==> src/rtl/clock_module.sv <==
// ---------------------------------------------------------------------------
// clock_module
//
// Generates the ASAP-1 CPU clock from the board oscillator. Three push
// buttons control it.
//   start/stop : toggles between free-run and halt
//   step       : emits one clock pulse while halted
//   speed      : cycles through four free-run rates (HALF_BASE >> 0..3)
//
// Each button passes through a 2-flop synchronizer, a polarity normaliser
// and a counter-based debouncer. The debouncer emits a one-cycle press
// pulse on each released->pressed transition.
//
// Ports
//   clk_i             in   board oscillator, the only clock in the block
//   rst               in   asynchronous active-low reset
//   clk_start_stop_i  in   raw button, toggles run/halt
//   clk_step_i        in   raw button, single step while halted
//   clk_speed_i       in   raw button, advances the speed index
//   clk               out  generated CPU clock, driven directly by a flop
//
// HALF_BASE must be at least 8 so that the fastest speed still has a
// half-period of one or more oscillator cycles.
// ---------------------------------------------------------------------------
module clock_module #(
    parameter int unsigned HALF_BASE       = 25_000_000,
    parameter int unsigned DEBOUNCE_CYCLES = 500_000,
    parameter bit          BTN_ACTIVE_LOW  = 1'b0,
    parameter bit          RUN_AT_RESET    = 1'b0
) (
    input  logic clk_i,
    input  logic rst,
    input  logic clk_start_stop_i,
    input  logic clk_step_i,
    input  logic clk_speed_i,
    output logic clk
);

    localparam int unsigned NUM_BTN   = 3;
    localparam int unsigned BTN_START = 0;
    localparam int unsigned BTN_STEP  = 1;
    localparam int unsigned BTN_SPEED = 2;

    localparam int unsigned PHASE_W = $clog2(HALF_BASE + 1);
    localparam int unsigned DEB_W   = (DEBOUNCE_CYCLES > 1) ? $clog2(DEBOUNCE_CYCLES) : 1;

    localparam logic [DEB_W-1:0]   DEB_LAST     = DEB_W'(DEBOUNCE_CYCLES - 1);
    localparam logic [NUM_BTN-1:0] RAW_RELEASED = {NUM_BTN{BTN_ACTIVE_LOW}};

    // ------------------------------------------------------------------
    // Button synchronizers
    // ------------------------------------------------------------------
    logic [NUM_BTN-1:0] btn_raw;
    logic [NUM_BTN-1:0] sync1_q, sync1_d;
    logic [NUM_BTN-1:0] sync2_q, sync2_d;
    logic [NUM_BTN-1:0] btn_level;

    assign btn_raw = {clk_speed_i, clk_step_i, clk_start_stop_i};

    // After normalisation, 1 always means pressed regardless of polarity.
    assign btn_level = sync2_q ^ RAW_RELEASED;

    always_comb begin
        sync1_d = btn_raw;
        sync2_d = sync1_q;
    end

    always_ff @(posedge clk_i or negedge rst) begin
        if (!rst) begin
            sync1_q <= RAW_RELEASED;
            sync2_q <= RAW_RELEASED;
        end else begin
            sync1_q <= sync1_d;
            sync2_q <= sync2_d;
        end
    end

    // ------------------------------------------------------------------
    // Debouncers
    // ------------------------------------------------------------------
    logic [NUM_BTN-1:0] deb_q, deb_d;
    logic [NUM_BTN-1:0] press_q, press_d;
    logic [DEB_W-1:0]   deb_cnt_q [NUM_BTN];
    logic [DEB_W-1:0]   deb_cnt_d [NUM_BTN];

    // The counter only advances while the sampled level disagrees with the
    // debounced level. The sample that would reach DEBOUNCE_CYCLES flips
    // the level instead. A press pulse is raised only for the flip toward
    // pressed.
    always_comb begin
        deb_d   = deb_q;
        press_d = '0;
        for (int i = 0; i < NUM_BTN; i++) begin
            deb_cnt_d[i] = '0;
            if (btn_level[i] != deb_q[i]) begin
                if (deb_cnt_q[i] == DEB_LAST) begin
                    deb_d[i]   = btn_level[i];
                    press_d[i] = btn_level[i];
                end else begin
                    deb_cnt_d[i] = deb_cnt_q[i] + DEB_W'(1);
                end
            end
        end
    end

    always_ff @(posedge clk_i or negedge rst) begin
        if (!rst) begin
            deb_q   <= '0;
            press_q <= '0;
            for (int i = 0; i < NUM_BTN; i++) begin
                deb_cnt_q[i] <= '0;
            end
        end else begin
            deb_q   <= deb_d;
            press_q <= press_d;
            for (int i = 0; i < NUM_BTN; i++) begin
                deb_cnt_q[i] <= deb_cnt_d[i];
            end
        end
    end

    // ------------------------------------------------------------------
    // Clock generator
    // ------------------------------------------------------------------
    logic               run_q, run_d;
    logic [1:0]         speed_q, speed_d;
    logic [PHASE_W-1:0] phase_q, phase_d;
    logic               step_busy_q, step_busy_d;
    logic               clk_q, clk_d;

    logic               start_stop_ev;
    logic               step_ev;
    logic               speed_ev;
    logic               step_start;
    logic [PHASE_W-1:0] limit_m1;
    logic               phase_end;

    assign start_stop_ev = press_q[BTN_START];
    assign step_ev       = press_q[BTN_STEP];
    assign speed_ev      = press_q[BTN_SPEED];

    // The limit follows the registered speed, so a speed change is seen on
    // the very next edge. Using >= ends an over-long phase at once when the
    // limit shrinks.
    assign limit_m1  = PHASE_W'(HALF_BASE >> speed_q) - PHASE_W'(1);
    assign phase_end = (phase_q >= limit_m1);

    // A step may only start from a fully idle low level. Start/stop in the
    // same cycle takes priority over it.
    assign step_start = step_ev & ~start_stop_ev & ~run_q & ~step_busy_q & ~clk_q;

    // A high phase always runs to completion, whether it comes from a step,
    // from free run or from a stop arriving mid-phase. A low phase only
    // counts while running. Otherwise the counter is held clear, which also
    // makes a start press restart the low phase from zero.
    always_comb begin
        run_d       = run_q ^ start_stop_ev;
        speed_d     = speed_q + {1'b0, speed_ev};
        clk_d       = clk_q;
        phase_d     = phase_q;
        step_busy_d = step_busy_q;

        if (step_start) begin
            clk_d       = 1'b1;
            phase_d     = '0;
            step_busy_d = 1'b1;
        end else if (clk_q) begin
            if (phase_end) begin
                clk_d       = 1'b0;
                phase_d     = '0;
                step_busy_d = 1'b0;
            end else begin
                phase_d = phase_q + PHASE_W'(1);
            end
        end else if (run_q && !start_stop_ev) begin
            if (phase_end) begin
                clk_d   = 1'b1;
                phase_d = '0;
            end else begin
                phase_d = phase_q + PHASE_W'(1);
            end
        end else begin
            phase_d = '0;
        end
    end

    always_ff @(posedge clk_i or negedge rst) begin
        if (!rst) begin
            run_q       <= RUN_AT_RESET;
            speed_q     <= 2'd0;
            phase_q     <= '0;
            step_busy_q <= 1'b0;
            clk_q       <= 1'b0;
        end else begin
            run_q       <= run_d;
            speed_q     <= speed_d;
            phase_q     <= phase_d;
            step_busy_q <= step_busy_d;
            clk_q       <= clk_d;
        end
    end

    assign clk = clk_q;

endmodule

==> config.mk <==
export PLATFORM = sky130hd
export DESIGN_NAME = clock_module
export DESIGN_NICKNAME = d
export VERILOG_FILES = /design/src/rtl/clock_module.sv
export SDC_FILE = /design/constraint.sdc
export NUM_CORES = 1
export LEC_CHECK = 0
export ABC_AREA = 1
export BUFFER_PORTS_ARGS = -buffer_cell sky130_fd_sc_hd__clkbuf_2
export CORE_MARGIN = 4
export CORE_UTILIZATION = 47
export CTS_CLUSTER_SIZE = 12
export DETAILED_ROUTE_END_ITERATION = 6
export PLACE_DENSITY = 0.67
export SLEW_MARGIN = 20
export SYNTH_ARGS = -nofsm -noshare
export SYNTH_HDL_FRONTEND = slang
export SYNTH_SLANG_ARGS = --single-unit
==> constraint.sdc <==
create_clock -name clk_i -period 3.18 [get_ports clk_i]
set_input_delay 0.477 -clock clk_i [delete_from_list [all_inputs] [get_ports clk_i]]
set_output_delay 0.477 -clock clk_i [all_outputs]
set_load 0.005 [all_outputs]
==> results.yml, run 1 <==
synthesis:
  yosys_cell_types: 44
  synth_top_area_share_pct: 43.1
  number_of_enable_flip_flop_cells_after_synthesis: 0
  synth.avg_cell_area_um2: 8.13
  ys_top_cells_by_area: "sky130_fd_sc_hd__dfrtp_1, sky130_fd_sc_hd__nand2_1, sky130_fd_sc_hd__inv_1"
  synth-async-reset-ratio_pct: 100
  synthesis.instances: 706
  synthMostInstantiatedCell: "sky130_fd_sc_hd__nand2_1"
  synth_top_area_cell: "sky130_fd_sc_hd__dfrtp_1"
  yosysWarnings: 0
  synth_area_um2: 5740
  synth-seq-area-share_pct: 43.1
  post_synth_most_frequent_cells: "sky130_fd_sc_hd__nand2_1, sky130_fd_sc_hd__dfrtp_1, sky130_fd_sc_hd__inv_1, sky130_fd_sc_hd__nor2_1, sky130_fd_sc_hd__nand3_1"
  synth.ff_latch_count: 99
  most_frequently_used_flop_master_after_synthesis: "sky130_fd_sc_hd__dfrtp_1"
clocking:
  clk-insertion-delay-late_ns: 0.35
  numCtsBuffers: 9
  post_cts_resize_count: 0
  cts.repair_timing.setup_buffer_count: 0
  cts_tree: "built"
  cts_max_level: 3
  cts_root_buf: "sky130_fd_sc_hd__clkbuf_16"
  quantity_of_hold_fixing_buffers_added_after_cts: 0
  tritoncts_num_sinks: 99
  reg_clk_slew_reported_paths_ns: 0.07
  clk_path_buf_depth: 2
timing:
  layout_min_cycle_time_ns: 2.31
  report.final.slew_viol_count: 0
  setup-tns-final_ns: 0
  timing.final.hold_violations: 0
  grt_setup_unrepaired: "no"
  layout_worst_path_cycle_share_pct: 72.8
  fmax_mhz: 432
  tightest_slew_ns: 0.723
  setup_violations: 0
  clock-skew-final_ns: 0.0100
  max-slew-margin-rel_pct: 51.4
pwr:
  combPwrFrac_pct: 2.9
  sequentialPowerShare_pct: 51.2
  power.internal_uw: 1920
  power_consumption_uw: 2510
  share_clk_of_total_power_pct: 45.9
  worst_ir_drop_vdd_mv: 0.286
  power.density_nw_per_um2: 400
  switching_power_as_a_share_of_total_power_pct: 23.3
  leakagePower_uw: 0.00284
  net-switching-power_uw: 584
floorplan:
  floorplan.initialDensity_pct: 47.8
  ios: 6
  die_w_um: 119
  die-height_um: 119
  row_count: 40
  floorplan.die_area_um2: 14100
  placeableCoreArea_um2: 12000
outcome:
  status: "finished clean"
detailed_routing:
  drt_iter0_drc: 353
  routed_via_density: 5.31
  remaining_drc_errors: 0
  via_count: 4632
  wire_per_inst_um: 13.6
  antenna_left: 0
  drt-total-wl_um: 11900
  drt_pre_antenna_iters: 5
finish:
  flow.area_growth_from_synthesis_pct: 9.04
  antennaDiodeCount: 0
  drive_above_1_share_pct: 9.66
  n_fill_cell: 1134
  fin_nets: 750
critical_path:
  critical_path_source_type: "flip-flop"
  cp-end-kind: "flip-flop"
  worst-path-max-fanout: 19
  timing.critical_path.required_ns: 3.40
  kind_of_critical_path: "flip-flop to flip-flop"
  worst_ep_arrival_time_ns: 2.54
flow_run:
  drv.max_cap_violation_count: 0
grt:
  antenna_violations_before_repair: 0
  grt_max_degree: 44
  gr-total-overflow: 0
  grt_pass1_wl_um: 21600
  first_global_vias: 4631
  groute.usage.overall_pct: 18.3
min_path:
  timing.hold.worst.class: "input pin to asynchronous set/reset pin"
placed_design:
  dp_hpwl_um: 8810
  port-buffer-count: 5
  finalWeightedCongestion: 0.928
## path summary, 6_finish.rpt
path / depth (start not counted) / start / slack (ns) / end
worst max-delay path: 14 / speed_q[1] / 0.87 / phase_q[0]
min in group clk_i: 1 / clk_step_i / 0.23 / sync1_q[1]
worst min register to register: 0 / sync1_q[1] / 0.36 / btn_level[1]
worst max register to register: 14 / speed_q[1] / 0.87 / phase_q[0]
max in group asynchronous: 2 / rst / 2.38 / phase_q[3]
worst min-delay path: 1 / rst / 0.11 / deb_cnt_q[16]
## power by group through the flow
stage	combinational (uW)	clock (uW)	sequential, uW
floorplan	33.4	0	1310
global placement	72.8	0	1310
detailed placement	74.5	0	1310
CTS	74.6	1190	1280
global route	85.9	1250	1290
finish	71.4	1150	1280
## final cells by class
cell class	count	area, um2	share of cell area, %
clock buffers	9	225	3.60
inverters	98	370	5.91
multi-input cells	505	2860	45.6
clock inverters	7	93.8	1.50
flip-flops and latches	99	2480	39.6
well taps	147	184	2.94
repair buffers	7	55.1	0.879
## sequential cells by signal, summed over array words and instances (netlist names)
name and flops:
press_q 3, run_q 1, deb_q 3, phase_q 25
step_busy_q 1, btn_level 3, deb_cnt_q 57, clk 1
sync1_q 3, speed_q 2
## cell usage in the layout, fill, tap and decap left out, types with 3 or more instances in the layout
cell                          n
sky130_fd_sc_hd__dfrtp_1     99
sky130_fd_sc_hd__ha_1        25
sky130_fd_sc_hd__nand3_1     44
sky130_fd_sc_hd__o21ai_0     18
sky130_fd_sc_hd__nor4_1       6
sky130_fd_sc_hd__nor3_2       6
sky130_fd_sc_hd__xnor2_1      9
sky130_fd_sc_hd__conb_1       4
sky130_fd_sc_hd__xor2_1      28
sky130_fd_sc_hd__nand4_1     33
sky130_fd_sc_hd__inv_2        5
sky130_fd_sc_hd__nand2_2      5
sky130_fd_sc_hd__clkbuf_16    9
sky130_fd_sc_hd__nand3_2      3
sky130_fd_sc_hd__inv_1       92
sky130_fd_sc_hd__clkbuf_2     4
sky130_fd_sc_hd__nor2_2       9
sky130_fd_sc_hd__nor2_1      92
sky130_fd_sc_hd__a21oi_1     28
sky130_fd_sc_hd__a211oi_1     3
sky130_fd_sc_hd__nor2_4      10
sky130_fd_sc_hd__nor3_1      29
sky130_fd_sc_hd__a21o_1       3
sky130_fd_sc_hd__nand2_1    125
sky130_fd_sc_hd__or2_2        3
sky130_fd_sc_hd__nor3b_1      3
## layer usage
| metal | GRT usage [%] | part of all wire (%) |
|---|---|---|
| met5 | 0 | 0 |
| met4 | 3.98 | 0.84 |
| met3 | 3.97 | 3.3 |
| met2 | 32.3 | 51 |
| met1 | 23.2 | 45 |
## kinds of logic (layout without fill, tap and decap cells)
group | Yosys count | after routing | share of synthesized area, %
compound gates | 63 | 63 | 6.23
xor+xnor | 37 | 37 | 5.64
flops | 99 | 99 | 43.1
simple gates | 376 | 376 | 32.2
buf+inv | 104 | 121 | 7.25
other cells | 2 | 4 | 0.131
fa+ha+maj | 25 | 25 | 5.45
## stage by stage
step	cell area [um2]	util [%]	instances	hold WS [ns]	setup slack, ns
finish	6260	52.1	872	0.114	0.866
global route	6260	52.1	872	0.155	0.568
CTS	6260	52.1	872	0.136	0.856
detailed placement	5940	49.5	856	0.339	0.889
global placement	5940	49.5	856	0.336	0.982
floorplan	5750	-	708	0.181	1.09
## critical path, stage by stage (launching register included)
cell and delay [ns]:
sky130_fd_sc_hd__dfrtp_1 0.50, sky130_fd_sc_hd__nor2_1 0.25, sky130_fd_sc_hd__inv_1 0.10, sky130_fd_sc_hd__ha_1 0.30, sky130_fd_sc_hd__nand2_1 0.05, sky130_fd_sc_hd__inv_1 0.09, sky130_fd_sc_hd__nand3_1 0.07, sky130_fd_sc_hd__nor2_1 0.12
sky130_fd_sc_hd__nand2_1 0.06, sky130_fd_sc_hd__nor2_1 0.12, sky130_fd_sc_hd__nor2_2 0.07, sky130_fd_sc_hd__nand2_2 0.10, sky130_fd_sc_hd__inv_4 0.07, sky130_fd_sc_hd__nand2_8 0.20, sky130_fd_sc_hd__nor2_1 0.08
(Power assumes the default switching activity.)
==> run 2, diff against run 1 <==
- clock period: 3.18 -> 2.2 ns (I/O delays scaled with it)
==> run 2 against run 1 <==
Effect of this change:
- sequential power up 45%
- first-iteration DRC count shrank 33%
- clock skew down 0.0011 ns
- setup slack worse by 0.71 ns
- hold slack got worse by 0.032 ns
- cell area rose by 2.1%
- non-clock buffer count is 10 higher
- critical path type unchanged
- largest cell class unchanged
==> results.yml, run 2 (same netlist as run 1, synthesis figures left out) <==
clocking:
  cts_root_buf: "sky130_fd_sc_hd__clkbuf_16"
  clk-insertion-delay-late_ns: 0.35
  tritoncts_num_sinks: 99
  cts_tree: "built"
  numCtsBuffers: 9
  cts_max_level: 3
  cts.repair_timing.setup_buffer_count: 0
  clk_path_buf_depth: 2
  reg_clk_slew_reported_paths_ns: 0.08
placed_design:
  dp_hpwl_um: 9090
  finalWeightedCongestion: 0.952
  port-buffer-count: 5
detailed_routing:
  drt-total-wl_um: 12500
  routed_via_density: 5.37
  drt_pre_antenna_iters: 5
  wl_met3_um: 497
  via_count: 4760
  drt_iter0_drc: 237
  remaining_drc_errors: 0
  wl_met1_um: 5790
  antenna_left: 0
  wire_per_inst_um: 14.1
  dr.max_layer_used: "met4"
  met2RoutedLength_um: 5990
floorplan:
  placeableCoreArea_um2: 12000
  floorplan.initialDensity_pct: 47.8
  row_count: 40
  ios: 6
  die_w_um: 119
  floorplan.die_area_um2: 14100
  die-height_um: 119
grt:
  groute.usage.overall_pct: 18.4
  antenna_violations_before_repair: 0
  grt_max_degree: 42
  grt_pass1_wl_um: 21300
  first_global_vias: 4651
  gr-total-overflow: 0
pwr:
  switching_power_as_a_share_of_total_power_pct: 23.8
  share_clk_of_total_power_pct: 44.3
  worst_ir_drop_vdd_mv: 0.558
  power_consumption_uw: 3540
  power.internal_uw: 2690
  sequentialPowerShare_pct: 52.5
  power.density_nw_per_um2: 553
  net-switching-power_uw: 842
  combPwrFrac_pct: 3.2
  leakagePower_uw: 0.00291
finish:
  antennaDiodeCount: 0
  max_flop_register: "deb_cnt_q"
  most_common_cell_after_layout_fill_and_taps_aside: "sky130_fd_sc_hd__nand2_1"
  flow.area_growth_from_synthesis_pct: 11.3
  top_regs: "deb_cnt_q x57, phase_q x25"
  mostFrequentLayoutCells: "sky130_fd_sc_hd__nand2_1, sky130_fd_sc_hd__dfrtp_1, sky130_fd_sc_hd__inv_1, sky130_fd_sc_hd__nor2_1, sky130_fd_sc_hd__nand3_1"
  largest_register_ff_count: 57
  final_core_util_pct: 53.2
  drive_above_1_share_pct: 11.8
  fin_nets: 764
critical_path:
  timing.critical_path.required_ns: 2.44
  cp-end-kind: "flip-flop"
  critical_path_source_type: "flip-flop"
  worst-path-max-fanout: 6
  kind_of_critical_path: "flip-flop to flip-flop"
  worst_ep_arrival_time_ns: 2.28
timing:
  layout_worst_path_cycle_share_pct: 92.8
  report.final.slew_viol_count: 0
  layout_min_cycle_time_ns: 2.04
  fmax_mhz: 490
  setup-tns-final_ns: 0
  timing.final.hold_violations: 0
  tightest_slew_ns: 0.623
  setup_violations: 0
  max-slew-margin-rel_pct: 58.3
  hold-worst-slack_ns: 0.0817
  clock-skew-final_ns: 0.00896
outcome:
  status: "finished clean"
flow_run:
  drv.max_cap_violation_count: 0
min_path:
  timing.hold.worst.class: "input pin to flip-flop"
## run 2: final timing paths
kind | startpoint | endpoint | slack (ns) | cells past startpoint
min in group asynchronous | rst | deb_cnt_q[15] | 0.50 | 2
setup reg to reg | speed_q[0] | phase_q[6] | 0.16 | 14
setup / recovery | speed_q[0] | phase_q[6] | 0.16 | 14
hold / removal | clk_speed_i | sync1_q[2] | 0.08 | 1
max in group asynchronous | rst | deb_cnt_q[18] | 0.97 | 3
hold reg to reg | sync1_q[0] | btn_level[0] | 0.35 | 0
## run 2: through the flow
| stage | cells | area, um2 | worst slack (ns) |
|---|---|---|---|
| after global routing | 886 | 6390 | -0.00675 |
| after detailed placement | 865 | 6010 | 0.0798 |
| after CTS | 882 | 6310 | 0.0434 |
| after floorplan | 708 | 5750 | 0.110 |
| after global placement | 865 | 6010 | 0.133 |
| final | 886 | 6390 | 0.158 |
## run 2: worst max-delay path: stages (launching register included)
cell	delay [ns]
sky130_fd_sc_hd__dfrtp_2	0.43
sky130_fd_sc_hd__inv_2	0.05
sky130_fd_sc_hd__buf_4	0.15
sky130_fd_sc_hd__ha_1	0.27
sky130_fd_sc_hd__nand2_1	0.05
sky130_fd_sc_hd__inv_1	0.10
sky130_fd_sc_hd__nand4_1	0.15
sky130_fd_sc_hd__nor2_1	0.12
sky130_fd_sc_hd__nand2_1	0.06
sky130_fd_sc_hd__nand2_1	0.07
sky130_fd_sc_hd__nand2_1	0.10
sky130_fd_sc_hd__nand2_4	0.13
sky130_fd_sc_hd__inv_8	0.08
sky130_fd_sc_hd__nand2_4	0.11
sky130_fd_sc_hd__nor2_1	0.05
## run 2: power by group through the flow
stage	combinational (uW)	sequential [uW]	clock [uW]
6_report	112	1860	1570
5_1_grt	131	1860	1700
4_1_cts	116	1860	1610
3_5_place_dp	113	1890	0
3_3_place_gp	111	1890	0
2_1_floorplan	48.2	1890	0
## run 2: repair_timing
action	4_1_cts	5_1_grt
endpoints found under the setup margin	0	25
hold buffers	1	0
resized for setup	0	12
endpoints found under the hold margin	39	0
## run 2: metal layers
metal	vias to the layer above	GRT usage [%]
li1	2355	-
met1	2289	24.8
met2	97	30.1
met3	19	2.68
met4	0	6.95
met5	-	0
## run 2: cell type report
| class | count | area (um2) |
|---|---|---|
| Clock buffer | 10 | 239 |
| Tap cell | 147 | 184 |
| Fill cell | 1123 | 5620 |
| Inverter | 98 | 375 |
| Clock inverter | 6 | 55.1 |
| Timing Repair Buffer | 17 | 133 |
| Multi-Input combinational cell | 508 | 2920 |
| Timing Repair inverter | 1 | 6.26 |
| Sequential cell | 99 | 2480 |
==> run 3, diff against run 2 <==
- CORE_UTILIZATION: 47 -> 60
- PLACE_DENSITY: 0.67 -> 0.81
==> run 3 against run 2 <==
Effect of this change:
- the flow now finishes with violations (negative hold slack)
- sequential power about the same
- hold slack got worse by 0.13 ns
- die area decreased by 20%
- non-clock buffer count decreased by 1
- via count increased by 1.8%
- clock skew increased by 0.0069 ns
- sequential share of layout area increased by 0.49 points
- critical endpoint is now phase_q[18]
- final cell count decreased by 2.1%
- flip-flop and latch count unchanged
- setup slack got worse by 0.14 ns
- global-route usage increased by 4.7 points
==> results.yml, run 3 (same netlist as run 1, synthesis figures left out) <==
outcome:
  status: "complete, but fails checks"
  failed_checks: "negative hold slack"
detailed_routing:
  drt_pre_antenna_iters: 5
  remaining_drc_errors: 0
  wire_per_inst_um: 14.7
  antenna_left: 0
  drt_iter0_drc: 329
  routed_via_density: 5.59
  via_count: 4844
  drt-total-wl_um: 12700
grt:
  groute.usage.overall_pct: 23.1
  grt_max_degree: 100
  gr-total-overflow: 0
  antenna_violations_before_repair: 0
  first_global_vias: 4687
  grt_pass1_wl_um: 21200
finish:
  largest_register_ff_count: 57
  n_fill_cell: 718
  register_area_um2: 2480
  antennaDiodeCount: 0
  most_common_cell_after_layout_fill_and_taps_aside: "sky130_fd_sc_hd__nand2_1"
  top_regs: "deb_cnt_q x57, phase_q x25"
  drive_above_1_share_pct: 13.3
  max_flop_register: "deb_cnt_q"
  fin_nets: 763
  flow.area_growth_from_synthesis_pct: 10.0
  multiInputGateArea_um2: 2970
  final_core_util_pct: 68.0
  final_cell_count_no_fill: 867
  mostFrequentLayoutCells: "sky130_fd_sc_hd__nand2_1, sky130_fd_sc_hd__dfrtp_1, sky130_fd_sc_hd__inv_1, sky130_fd_sc_hd__nor2_1, sky130_fd_sc_hd__nand3_1"
floorplan:
  die-height_um: 106
  floorplan.initialDensity_pct: 61.9
  placeableCoreArea_um2: 9280
  row_count: 35
  ios: 6
  die_w_um: 106
  floorplan.die_area_um2: 11200
critical_path:
  worst_ep_arrival_time_ns: 2.44
  critPathMaxStageDelay_ns: 0.50
  slowest_cell_on_the_critical_path: "sky130_fd_sc_hd__dfrtp_2"
  critical_path.top_delay_family: "simple AND/OR/NAND/NOR gates"
  critical_path_buf_inv_count: 2
  critical_path_source_type: "flip-flop"
  cp-end-kind: "flip-flop"
  kind_of_critical_path: "flip-flop to flip-flop"
  timing.critical_path.required_ns: 2.46
  worst_r2r_endpoint: "phase_q[18]"
  worstRegToRegCells: 14
  crit_path_cell_trace: "nand2_2 > inv_2 > ha_1 > nand2_2 > nor2_2 > nand3_1 > nor2_1 > nand2_1 > nor2_2 > nor2_4 > nand2_4 > clkinv_8 > nand2_8 > nor2_4"
  reg2reg_slack_ns: 0.02
  worst_r2r_startpoint: "speed_q[0]"
  worst-path-max-fanout: 6
clocking:
  quantity_of_hold_fixing_buffers_added_after_cts: 0
  clk_path_buf_depth: 2
  tritoncts_num_sinks: 99
  clk-insertion-delay-late_ns: 0.37
  reg_clk_slew_reported_paths_ns: 0.11
  cts_tree: "built"
  cts_max_level: 3
  numCtsBuffers: 9
  cts_root_buf: "sky130_fd_sc_hd__clkbuf_8"
timing:
  setup_violations: 0
  layout_min_cycle_time_ns: 2.18
  layout_worst_path_cycle_share_pct: 99.0
  hold-worst-slack_ns: -0.0459
  report.final.slew_viol_count: 0
  clock-skew-final_ns: 0.0158
  max-slew-margin-rel_pct: 51.5
  fmax_mhz: 459
  tightest_slew_ns: 0.720
  timing.final.hold_violations: 10
min_path:
  timing.hold.worst.class: "input pin to asynchronous set/reset pin"
placed_design:
  cells_after_dpl: 843
  finalWeightedCongestion: 0.961
  dp_hpwl_um: 8820
  port-buffer-count: 5
pwr:
  power_consumption_uw: 3120
  leakagePower_uw: 0.00286
  power.density_nw_per_um2: 494
  worst_ir_drop_vdd_mv: 0.310
flow_run:
  drv.max_cap_violation_count: 0
-- run 3: changes by cell type in the layout (fill, tap and decap cells not counted), moves of 2 or more --
cell / previous run / this run
sky130_fd_sc_hd__clkbuf_8: 1 / 10
sky130_fd_sc_hd__inv_1: 91 / 89
sky130_fd_sc_hd__ha_1: 25 / 23
sky130_fd_sc_hd__nor2_1: 90 / 88
sky130_fd_sc_hd__nand2_1: 125 / 122
sky130_fd_sc_hd__clkbuf_16: 9 / 0
sky130_fd_sc_hd__nand2_2: 4 / 7
-- run 3: worst max path at each step --
stage	startpoint	end	slack (ns)	cells past startpoint
after detailed placement	speed_q[0]	phase_q[6]	0.05	15
after global routing	speed_q[0]	phase_q[18]	-0.06	14
final	speed_q[0]	phase_q[18]	0.02	14
after CTS	speed_q[0]	phase_q[7]	0.02	15
after global placement	speed_q[0]	phase_q[7]	0.11	15
after floorplan	speed_q[1]	phase_q[11]	0.11	16
-- run 3: report_power, final --
part           internal [uW]  switching (uW)
clock network            467             692
logic                   31.5            77.1
registers               1840            18.7
-- run 3: repair_timing --
item / in CTS / in global routing
endpoints found under the setup margin: 0 / 24
resized for setup: 0 / 26
buffers inserted: 0 / 4
-- run 3: area by class of cell --
type                    count  area share (%)
multi-input cells         508            47.0
clock inverters             6           0.871
repair buffers             16            1.94
repair inverters            1           0.139
flip-flops and latches     99            39.3
well taps                 129            2.55
inverters                  98            6.06
clock buffers              10            2.18
-- run 3: routing by layer --
metal  vias up  track usage (%)  wire (um)
met3        38             4.47        776
li1       2364                -          -
met5         -                0          0
met2       171             38.1       6110
met1      2271             30.4       5430
met4         0             8.42        399
-- run 3: stage by stage --
step                area, um2  TNS, ns  setup slack, ns
finish                   6320        0           0.0215
CTS                      6150        0           0.0165
global route             6320   -0.788          -0.0582
floorplan                5750        0            0.110
detailed placement       5960        0           0.0544
global placement         5960        0            0.112
